### config.mk
export PLATFORM = sky130hd
export DESIGN_NAME = packed_field_streamer
export DESIGN_NICKNAME = d
export VERILOG_FILES = /design/src/rtl/packed_field_streamer.sv
export SDC_FILE = /design/constraint.sdc
export NUM_CORES = 1
export LEC_CHECK = 0
export CAP_MARGIN = 40
export CELL_PAD_IN_SITES_DETAIL_PLACEMENT = 0
export CELL_PAD_IN_SITES_GLOBAL_PLACEMENT = 1
export CORE_AREA = 10 10 47 49
export CTS_CLUSTER_SIZE = 20
export DETAILED_ROUTE_END_ITERATION = 6
export DIE_AREA = 0 0 57 59
export PLACE_DENSITY = 0.67
export RECOVER_POWER = 25
export SYNTH_ARGS = -nofsm -noshare
export SYNTH_HDL_FRONTEND = slang
export SYNTH_SLANG_ARGS = --single-unit
### constraint.sdc
create_clock -name clk -period 4 [get_ports clk]
set_clock_uncertainty 0.1 [all_clocks]
set_input_delay 0.6 -clock clk [delete_from_list [all_inputs] [get_ports clk]]
set_output_delay 0.6 -clock clk [all_outputs]
set_load 0.005 [all_outputs]
### src/rtl/packed_field_streamer.sv
// Streams the fields of one packed word out, one field per beat, over valid/ready.
// Defining PACKED_FIELD_STREAMER_SKIP_ZERO_EN suppresses beats for all-zero fields.
module packed_field_streamer #(
  parameter int unsigned FIELD_W    = 2,
  parameter int unsigned NUM_FIELDS = 2,
  parameter int unsigned REVERSE    = 0,
  parameter int unsigned IDX_W      = (NUM_FIELDS > 1) ? $clog2(NUM_FIELDS) : 1
) (
  input  logic                          clk,
  input  logic                          rst,
  input  logic                          in_valid,
  output logic                          in_ready,
  input  logic [FIELD_W*NUM_FIELDS-1:0] in_data,
  output logic                          out_valid,
  input  logic                          out_ready,
  output logic [FIELD_W-1:0]            out_field,
  output logic [IDX_W-1:0]              out_idx,
  output logic                          out_last
);
  localparam int unsigned WordW = FIELD_W * NUM_FIELDS;
  localparam logic [IDX_W-1:0] FirstIdx = (REVERSE != 0) ? IDX_W'(0) : IDX_W'(NUM_FIELDS - 1);
  localparam logic [IDX_W-1:0] LastIdx  = (REVERSE != 0) ? IDX_W'(NUM_FIELDS - 1) : IDX_W'(0);

  typedef enum logic [0:0] {StIdle, StEmit} state_e;

  state_e             state_q, state_d;
  logic [WordW-1:0]   word_q, word_d;
  logic [IDX_W-1:0]   idx_q, idx_d;
  logic               is_last;
  logic               fire_out;
  logic               load;

  assign fire_out = out_valid && out_ready;
  assign load     = in_valid && in_ready;

`ifdef PACKED_FIELD_STREAMER_SKIP_ZERO_EN
  logic [NUM_FIELDS-1:0] rem_q, rem_d, rem_clr, nz_in;

  // First remaining field in emission order.
  function automatic logic [IDX_W-1:0] pick(input logic [NUM_FIELDS-1:0] m);
    logic [IDX_W-1:0] r;
    r = '0;
    for (int k = 0; k < NUM_FIELDS; k++) begin
      if (REVERSE == 0) begin
        if (m[k]) r = IDX_W'(k);
      end else if (m[NUM_FIELDS-1-k]) begin
        r = IDX_W'(NUM_FIELDS - 1 - k);
      end
    end
    return r;
  endfunction

  always_comb begin
    rem_clr = '0;
    nz_in   = '0;
    for (int k = 0; k < NUM_FIELDS; k++) begin
      rem_clr[k] = rem_q[k] && (idx_q != IDX_W'(k));
      nz_in[k]   = |in_data[k*FIELD_W +: FIELD_W];
    end
  end

  assign is_last = (rem_clr == '0);
`else
  assign is_last = (idx_q == LastIdx);
`endif

  always_ff @(posedge clk or posedge rst) begin
    if (rst) begin
      state_q <= StIdle;
      word_q  <= '0;
      idx_q   <= '0;
`ifdef PACKED_FIELD_STREAMER_SKIP_ZERO_EN
      rem_q   <= '0;
`endif
    end else begin
      state_q <= state_d;
      word_q  <= word_d;
      idx_q   <= idx_d;
`ifdef PACKED_FIELD_STREAMER_SKIP_ZERO_EN
      rem_q   <= rem_d;
`endif
    end
  end

  always_comb begin
    state_d = state_q;
    word_d  = word_q;
    idx_d   = idx_q;
`ifdef PACKED_FIELD_STREAMER_SKIP_ZERO_EN
    rem_d   = rem_q;
    if (fire_out) begin
      if (is_last) begin
        state_d = StIdle;
      end else begin
        rem_d = rem_clr;
        idx_d = pick(rem_clr);
      end
    end
    if (load) begin
      // An all-zero word is swallowed without producing any beat.
      if (|nz_in) begin
        state_d = StEmit;
        word_d  = in_data;
        rem_d   = nz_in;
        idx_d   = pick(nz_in);
      end else begin
        state_d = StIdle;
      end
    end
`else
    if (fire_out) begin
      if (is_last) begin
        state_d = StIdle;
      end else if (REVERSE != 0) begin
        idx_d = idx_q + IDX_W'(1);
      end else begin
        idx_d = idx_q - IDX_W'(1);
      end
    end
    if (load) begin
      state_d = StEmit;
      word_d  = in_data;
      idx_d   = FirstIdx;
    end
`endif
  end

  // Reload is allowed in the same cycle the final beat is accepted.
  always_comb begin
    out_valid = (state_q == StEmit);
    out_field = '0;
    out_idx   = '0;
    out_last  = 1'b0;
    if (out_valid) begin
      out_field = word_q[idx_q*FIELD_W +: FIELD_W];
      out_idx   = idx_q;
      out_last  = is_last;
    end
    in_ready = (state_q == StIdle) || (out_valid && out_ready && out_last);
  end

endmodule

==> results.py, run 1 <==
metrics = {
    "flow_run": {
        "maxCapViolations": 0,
    },
    "clocking": {
        "post_cts_buffers": 0,
        "clk_pin_slew_worst_paths_ns": 0.04,
        "insertion_delay_ns": 0.24,
        "cts_tree": "done",
        "cts_buffers": 3,
        "cts_buffer_depth": 2,
        "cts-resized-gates": 0,
        "hold_buffers": 0,
        "h-tree-depth": 1,
        "ctsRootBufferMaster": "clkbuf_4",
        "cts.sinks": 6,
    },
    "critical_path": {
        "max_stage_delay_ns": 0.53,
        "arrival_ns": 1.80,
        "setup.worst_path.start_class": "input pin",
        "path_delay_family": "buffers and inverters",
        "cpMostUsedCell": "clkdlybuf4s50_1",
        "path_max_fanout": 3,
        "cp-end-kind": "output port",
        "required_ns": 3.30,
        "crit_chain": "clkdlybuf4s50_1, nand2b_4, nand2_1, clkdlybuf4s50_1",
        "crit_slowest_cell": "clkdlybuf4s50_1",
        "cp_num_buf_inv": 2,
        "critPathKind": "input pin to output port",
    },
    "yosys": {
        "yosys.area.top_type": "dfrtp_1",
        "yosysSeqAreaShare_pct": 44.9,
        "synth_top_family_by_area": "multiplexers",
        "synth_area_per_cell_sq_um": 13.4,
        "ys.flop_type": "dfrtp_1",
        "netlist_area_sq_um": 334,
        "ys_seq_elements": 6,
        "yosysMostFrequentCell": "dfrtp_1",
        "synth_cell_types": 15,
        "yosys_warnings": 0,
        "syn-instance-count": 25,
        "synth_common_cells": "dfrtp_1, mux2_4, mux2i_1, nor2b_1",
        "yosys.area.top_type_share_pct": 44.9,
        "synth-xor-area-share_pct": 0,
        "synth-simple-area-share_pct": 19.1,
        "synth-edff-count": 0,
        "netlist_top_cells_area": "dfrtp_1, mux2_4, mux2i_1",
        "async_flop_share_pct": 100,
        "synthAdderAreaFrac_pct": 0,
        "synth_compound_area_share_pct": 7.49,
        "syn-num-nets": 33,
        "muxShareOfSynthArea_pct": 24.0,
    },
    "route": {
        "routed_wl_microns": 761,
        "first_pass_iters": 2,
        "first_iter_violations": 2,
        "antenna_left": 0,
        "drc": 0,
        "via_per_inst": 4.21,
        "avgRoutedWirePerCell_microns": 13.6,
        "vias": 236,
    },
    "power_and_ir_drop": {
        "p_clk_share_pct": 21.5,
        "p_int_uw": 190,
        "p_sw_share_pct": 27.2,
        "worst_ir_drop_vdd_uv": 195,
        "switching_power_uw": 70.7,
        "p_seq_share_pct": 37.1,
        "comb_power_share_pct": 41.4,
        "powerDensity_nw_per_um2": 525,
        "p_leak_uw": 0.000219,
    },
    "layout": {
        "diodes": 0,
        "nets": 50,
        "fillerInstances": 144,
        "drive_above_1_share_pct": 27.5,
        "area_growth_syn_to_layout_pct": 48.3,
        "final_util_pct": 35.4,
    },
    "outcome": {
        "status": "complete, no violations",
    },
    "floorplanning": {
        "start_util_pct": 23.8,
        "row_count": 14,
        "core_sq_um": 1400,
        "ios": 14,
        "die_area_sq_um": 3360,
        "die_y_microns": 59,
        "die_w_microns": 57,
    },
    "grt": {
        "grt_pass1_wl_mm": 1.32,
        "grt_max_degree": 9,
        "grt_overflow": 0,
        "grt_usage_pct": 5.16,
        "grt_pass1_vias": 281,
        "grt_antenna_before_repair": 0,
    },
    "sta": {
        "tightestPinTransition_ns": 0.273,
        "rsz0062_at_grt": "false",
        "setup-violations-final": 0,
        "tns_ns": 0,
        "final_max_slew_viol_count": 0,
        "fin_crit_sh_pct": 62.6,
        "slew_headroom_pct": 81.8,
        "final_hold_viol_count": 0,
        "max_freq_mhz": 399,
        "period_minus_slack_ns": 2.50,
    },
    "placement": {
        "place_hpwl_microns": 623,
        "place_congestion": 0.684,
        "io_buffers": 13,
    },
    "worst_hold_path": {
        "hold_path.class": "flip-flop to flip-flop",
    },
}
## sequential cells by signal, indices dropped and copies added, names as in the netlist
signal     cells
word_q         4
out_valid      1
idx_q          1
## power groups by stage
stage | combinational (uW) | sequential, uW | clock (uW)
after floorplan | 69.0 | 88.4 | 0
after global placement | 108 | 95.3 | 0
after detailed placement | 109 | 97.2 | 0
after CTS | 110 | 96.4 | 57.7
after global routing | 117 | 99.3 | 62.3
final | 108 | 96.4 | 56.0
## cells in the final DEF, fill, tap and decap left out
| cell | count |
|---|---|
| nor2b_1 | 2 |
| and2b_2 | 1 |
| nand2b_1 | 1 |
| or2b_1 | 1 |
| nand2_1 | 1 |
| a31oi_1 | 1 |
| clkdlybuf4s50_1 | 12 |
| clkbuf_4 | 3 |
| dfrtp_1 | 6 |
| mux2i_1 | 2 |
| mux2_4 | 4 |
| a21boi_4 | 1 |
| nand2b_4 | 1 |
| and2_2 | 1 |
| nor2_1 | 1 |
| inv_1 | 1 |
| dlygate4sd3_1 | 1 |
## cells by family (layout without fill, tap and decap cells)
kind of cell | Yosys count | count (layout)
buffers and inverters | 2 | 17
and+or+nand+nor | 9 | 9
muxes | 6 | 6
AOI/OAI and AO/OA | 2 | 2
DFF | 6 | 6
## worst paths after layout
check                      slack [ns]         to       from  cells after the start
hold / removal                   0.42  word_q[2]  word_q[2]                      1
hold reg to reg                  0.42  word_q[2]  word_q[2]                      1
setup / recovery                 1.50   in_ready  out_ready                      4
max in group asynchronous        2.99  word_q[0]        rst                      2
setup reg to reg                 2.57  word_q[3]      idx_q                      3
min in group asynchronous        0.61  word_q[1]        rst                      2
## metrics by stage
stage | setup WS [ns] | power (uW) | instances | cell area (sq um) | hold slack, ns
2_1_floorplan | 2.56 | 157 | 25 | 334 | 0.291
3_3_place_gp | 1.51 | 203 | 53 | 473 | 0.397
3_5_place_dp | 1.49 | 206 | 53 | 473 | 0.404
4_1_cts | 1.48 | 264 | 56 | 495 | 0.416
5_1_grt | 1.42 | 278 | 56 | 495 | 0.430
6_report | 1.50 | 260 | 56 | 495 | 0.417
## cell type report
cell class | count | area (sq um) | share of cell area [%]
flip-flops and latches | 6 | 150 | 30.3
multi-input cells | 17 | 169 | 34.1
repair buffers | 13 | 130 | 26.3
clock buffers | 3 | 22.5 | 4.55
inverters | 1 | 3.75 | 0.758
well taps | 16 | 20.0 | 4.04
## routing by layer
metal  part of all wire, %  wire length (microns)  global-route usage [%]
met5                     0                      0                       0
met4                     0                      0                    4.03
met3                    17                    130                    5.36
met2                    35                    263                    6.05
met1                    48                    367                    5.15
Power figures use the tool's default switching activity.
==> run 2: changes to the inputs <==
Clock period 4 ns to 2.46 ns, I/O delays scaled along.
==> results.py, run 2 (same netlist as run 1, synthesis figures left out) <==
metrics = {
    "grt": {
        "grt_antenna_before_repair": 0,
        "grt_max_degree": 9,
        "grt_usage_pct": 5.12,
        "grt_pass1_vias": 265,
        "grt_pass1_wl_mm": 1.27,
        "grt_overflow": 0,
    },
    "clocking": {
        "cts_tree": "done",
        "cts-resized-gates": 0,
        "cts.sinks": 6,
        "insertion_delay_ns": 0.24,
        "post_cts_buffers": 0,
        "cts_buffer_depth": 2,
        "h-tree-depth": 1,
        "hold_buffers": 0,
        "ctsRootBufferMaster": "clkbuf_4",
        "cts_buffers": 3,
        "clk_pin_slew_worst_paths_ns": 0.04,
    },
    "layout": {
        "diodes": 0,
        "mostFrequentLayoutCells": "clkdlybuf4s50_1, dfrtp_1, mux2_4",
        "area_growth_syn_to_layout_pct": 48.3,
        "fillerInstances": 150,
        "regMostFlops": "word_q",
        "layout_commonest_cell": "clkdlybuf4s50_1",
        "drive_above_1_share_pct": 27.5,
        "nets": 50,
        "largest_reg_flops": 4,
    },
    "sta": {
        "period_minus_slack_ns": 2.05,
        "tightestPinTransition_ns": 0.289,
        "final_max_slew_viol_count": 0,
        "rsz0062_at_grt": "false",
        "max_freq_mhz": 488,
        "fin_crit_sh_pct": 83.3,
        "slew_headroom_pct": 80.7,
        "tns_ns": 0,
        "setup-violations-final": 0,
        "final_hold_viol_count": 0,
    },
    "route": {
        "avgRoutedWirePerCell_microns": 13.3,
        "first_iter_violations": 5,
        "drc": 0,
        "routed_wl_microns": 745,
        "antenna_left": 0,
        "first_pass_iters": 2,
        "via_per_inst": 4.16,
        "vias": 233,
    },
    "power_and_ir_drop": {
        "worst_ir_drop_vdd_uv": 314,
        "p_leak_uw": 0.000219,
        "power.total_uw": 421,
        "powerDensity_nw_per_um2": 849,
    },
    "floorplanning": {
        "die_w_microns": 57,
        "die_y_microns": 59,
        "core_sq_um": 1400,
        "start_util_pct": 23.8,
        "die_area_sq_um": 3360,
        "ios": 14,
        "row_count": 14,
    },
    "critical_path": {
        "path_max_fanout": 3,
        "cp_num_cells": 4,
        "r2r_cells": 3,
        "crit_chain": "clkdlybuf4s50_1, nand2b_4, nand2_1, clkdlybuf4s50_1",
        "cp-end-kind": "output port",
        "cp_num_buf_inv": 2,
        "setup.worst_path.start_class": "input pin",
        "max_stage_delay_ns": 0.53,
        "arrival_ns": 1.58,
        "critPathKind": "input pin to output port",
        "crit_slowest_cell": "clkdlybuf4s50_1",
        "cpMostUsedCell": "clkdlybuf4s50_1",
        "crit-reg2reg-capture": "word_q[3]",
        "required_ns": 1.99,
        "path_delay_family": "buffers and inverters",
        "regToRegStartpoint": "idx_q",
        "r2r_slack_ns": 1.02,
    },
    "worst_hold_path": {
        "hold_path.class": "input pin to asynchronous set/reset pin",
    },
    "flow_run": {
        "maxCapViolations": 0,
    },
    "placement": {
        "place_congestion": 0.654,
        "io_buffers": 13,
    },
    "outcome": {
        "status": "complete, no violations",
    },
}
-- run 2: cell counts in the layout (fill, tap and decap cells not counted) --
No cell type changed its count.
-- run 2: stage by stage --
stage,hold slack (ns),cells,setup WS [ns],cell area [sq um],util (%)
after floorplan,0.0600,25,1.08,334,-
after global placement,0.397,53,0.441,473,33.8
after detailed placement,0.400,53,0.395,473,33.8
after CTS,0.243,56,0.391,495,35.4
after global routing,0.412,56,0.338,495,35.4
final,0.381,56,0.410,495,35.4
-- run 2: worst max path at each step --
stage | startpoint | to | slack (ns)
floorplan | idx_q | word_q[0] | 1.08
global placement | out_ready | in_ready | 0.44
detailed placement | out_ready | in_ready | 0.39
CTS | out_ready | in_ready | 0.39
global route | out_ready | in_ready | 0.34
finish | out_ready | in_ready | 0.41
-- run 2: power breakdown --
part	total [uW]	leakage (uW)	switching, uW	internal (uW)
registers	157	0.0000690	28.5	128
clock network	89.3	0.0000138	34.2	55.1
logic	175	0.000136	49.9	125
total	421	0.000219	113	308
-- run 2: final cells by class --
cell class / instances / area, sq um / share of cell area, %
Multi-Input combinational cell: 17 / 169 / 34.1
Inverter: 1 / 3.75 / 0.758
Sequential cell: 6 / 150 / 30.3
Clock buffer: 3 / 22.5 / 4.55
Timing Repair Buffer: 13 / 130 / 26.3
Tap cell: 16 / 20.0 / 4.04
-- run 2: per-layer routing --
| layer | routed length (microns) | up-vias | track usage [%] |
|---|---|---|---|
| met5 | 0 | - | 0 |
| met4 | 0 | 0 | 5.03 |
| met3 | 130 | 0 | 5.36 |
| met2 | 260 | 14 | 5.89 |
| met1 | 355 | 106 | 4.81 |
| li1 | - | 113 | - |
==> run 3: changes to the inputs <==
Settings changed: PLACE_DENSITY 0.67 to 0.69.
Clock period 2.46 ns to 1.85 ns, I/O delays scaled along.
==> results.py, run 3 (same netlist as run 1, synthesis figures left out) <==
metrics = {
    "outcome": {
        "status": "complete, no violations",
    },
    "route": {
        "drc": 0,
        "routed_wl_microns": 822,
        "vias": 235,
        "via_per_inst": 4.12,
        "antenna_left": 0,
        "first_iter_violations": 0,
        "first_pass_iters": 1,
        "avgRoutedWirePerCell_microns": 14.4,
    },
    "critical_path": {
        "setup.worst_path.start_class": "flip-flop",
        "r2r_cells": 4,
        "crit_chain": "and2b_2, clkdlybuf4s50_1",
        "arrival_ns": 1.40,
        "path_delay_family": "buffers and inverters",
        "crit_slowest_cell": "clkdlybuf4s50_1",
        "required_ns": 1.47,
        "critPathKind": "flip-flop to output port",
        "r2r_slack_ns": 0.32,
        "crit-reg2reg-capture": "word_q[2]",
        "cp-end-kind": "output port",
        "cp_num_cells": 2,
        "path_max_fanout": 7,
        "cp_num_buf_inv": 1,
        "regToRegStartpoint": "idx_q",
        "max_stage_delay_ns": 0.49,
    },
    "power_and_ir_drop": {
        "worst_ir_drop_vdd_uv": 439,
        "powerDensity_nw_per_um2": 1100,
        "p_leak_uw": 0.000254,
    },
    "clocking": {
        "hold_buffers": 0,
        "cts.sinks": 6,
        "ctsRootBufferMaster": "clkbuf_4",
        "clk_pin_slew_worst_paths_ns": 0.05,
        "cts_tree": "done",
        "cts_buffer_depth": 2,
        "post_cts_buffers": 0,
        "cts_buffers": 3,
        "insertion_delay_ns": 0.24,
        "h-tree-depth": 1,
    },
    "sta": {
        "max_freq_mhz": 563,
        "period_minus_slack_ns": 1.78,
        "rsz0062_at_grt": "false",
        "tns_ns": 0,
        "setup-violations-final": 0,
        "tightestPinTransition_ns": 0.236,
        "final_hold_viol_count": 0,
        "slew_headroom_pct": 84.2,
        "final_max_slew_viol_count": 0,
        "fin_crit_sh_pct": 96.0,
    },
    "placement": {
        "io_buffers": 13,
        "place_congestion": 0.701,
        "place_hpwl_microns": 652,
        "dp_cells": 54,
    },
    "grt": {
        "grt_pass1_wl_mm": 1.29,
        "grt_pass1_vias": 292,
        "grtUsageMet3_pct": 5.15,
        "met2_usage_pct": 6.20,
        "grt_usage_pct": 4.99,
        "grt_antenna_before_repair": 0,
        "busiest_layer": "met2",
        "grt_overflow": 0,
        "grt_max_degree": 9,
        "use_met1_pct": 4.69,
    },
    "layout": {
        "diodes": 0,
        "drive_above_1_share_pct": 34.1,
        "mostFrequentLayoutCells": "clkdlybuf4s50_1, mux2_4, dfrtp_1",
        "largest_reg_flops": 4,
        "nets": 51,
        "area_growth_syn_to_layout_pct": 53.2,
        "finalNonFillerCells": 57,
        "final_util_pct": 36.5,
        "layout_commonest_cell": "clkdlybuf4s50_1",
        "regMostFlops": "word_q",
    },
    "flow_run": {
        "maxCapViolations": 0,
    },
    "floorplanning": {
        "die_area_sq_um": 3360,
        "die_w_microns": 57,
        "start_util_pct": 23.8,
        "core_sq_um": 1400,
        "die_y_microns": 59,
        "row_count": 14,
        "ios": 14,
    },
    "worst_hold_path": {
        "hold_path.class": "input pin to asynchronous set/reset pin",
    },
}
## run 3: cell type report
cell class / count / area [sq um]
multi-input cells: 17 / 169
inverters: 1 / 3.75
fillers: 141 / 890
clock buffers: 3 / 22.5
well taps: 16 / 20.0
flip-flops and latches: 6 / 153
repair buffers: 14 / 144
## run 3: worst max path at each step
stage               startpoint   endpoint  slack, ns
floorplan                idx_q  word_q[0]       0.47
global placement     out_ready   in_ready       0.03
detailed placement   out_ready   in_ready      0.009
CTS                  out_ready   in_ready      0.003
global route             idx_q   out_last       0.02
finish                   idx_q   out_last       0.07
## run 3: what timing repair did
action / 4_1_cts / 5_1_grt
pin swaps: 0 / 0
setup endpoints to repair: 2 / 4
resized for setup: 2 / 4
## run 3: power breakdown
| part | internal [uW] | leakage (uW) | switching (uW) | total [uW] |
|---|---|---|---|---|
| logic | 160 | 0.000173 | 70.3 | 230 |
| registers | 172 | 0.0000672 | 40.1 | 213 |
| clock network | 73.3 | 0.0000138 | 45.7 | 119 |
## run 3: layer usage
metal  routed length, microns  vias up
li1                         -      114
met1                      302      101
met2                      334       20
met3                      185        0
met4                        0        0
met5                        0        -
## run 3: metrics by stage
step	hold slack, ns	worst slack (ns)	power [uW]	area [sq um]
after floorplan	-0.0315	0.474	341	334
after global placement	0.396	0.0274	446	480
after detailed placement	0.404	0.00870	454	480
after CTS	0.158	0.00289	575	503
after global routing	0.328	0.0234	602	512
final	0.292	0.0738	561	512
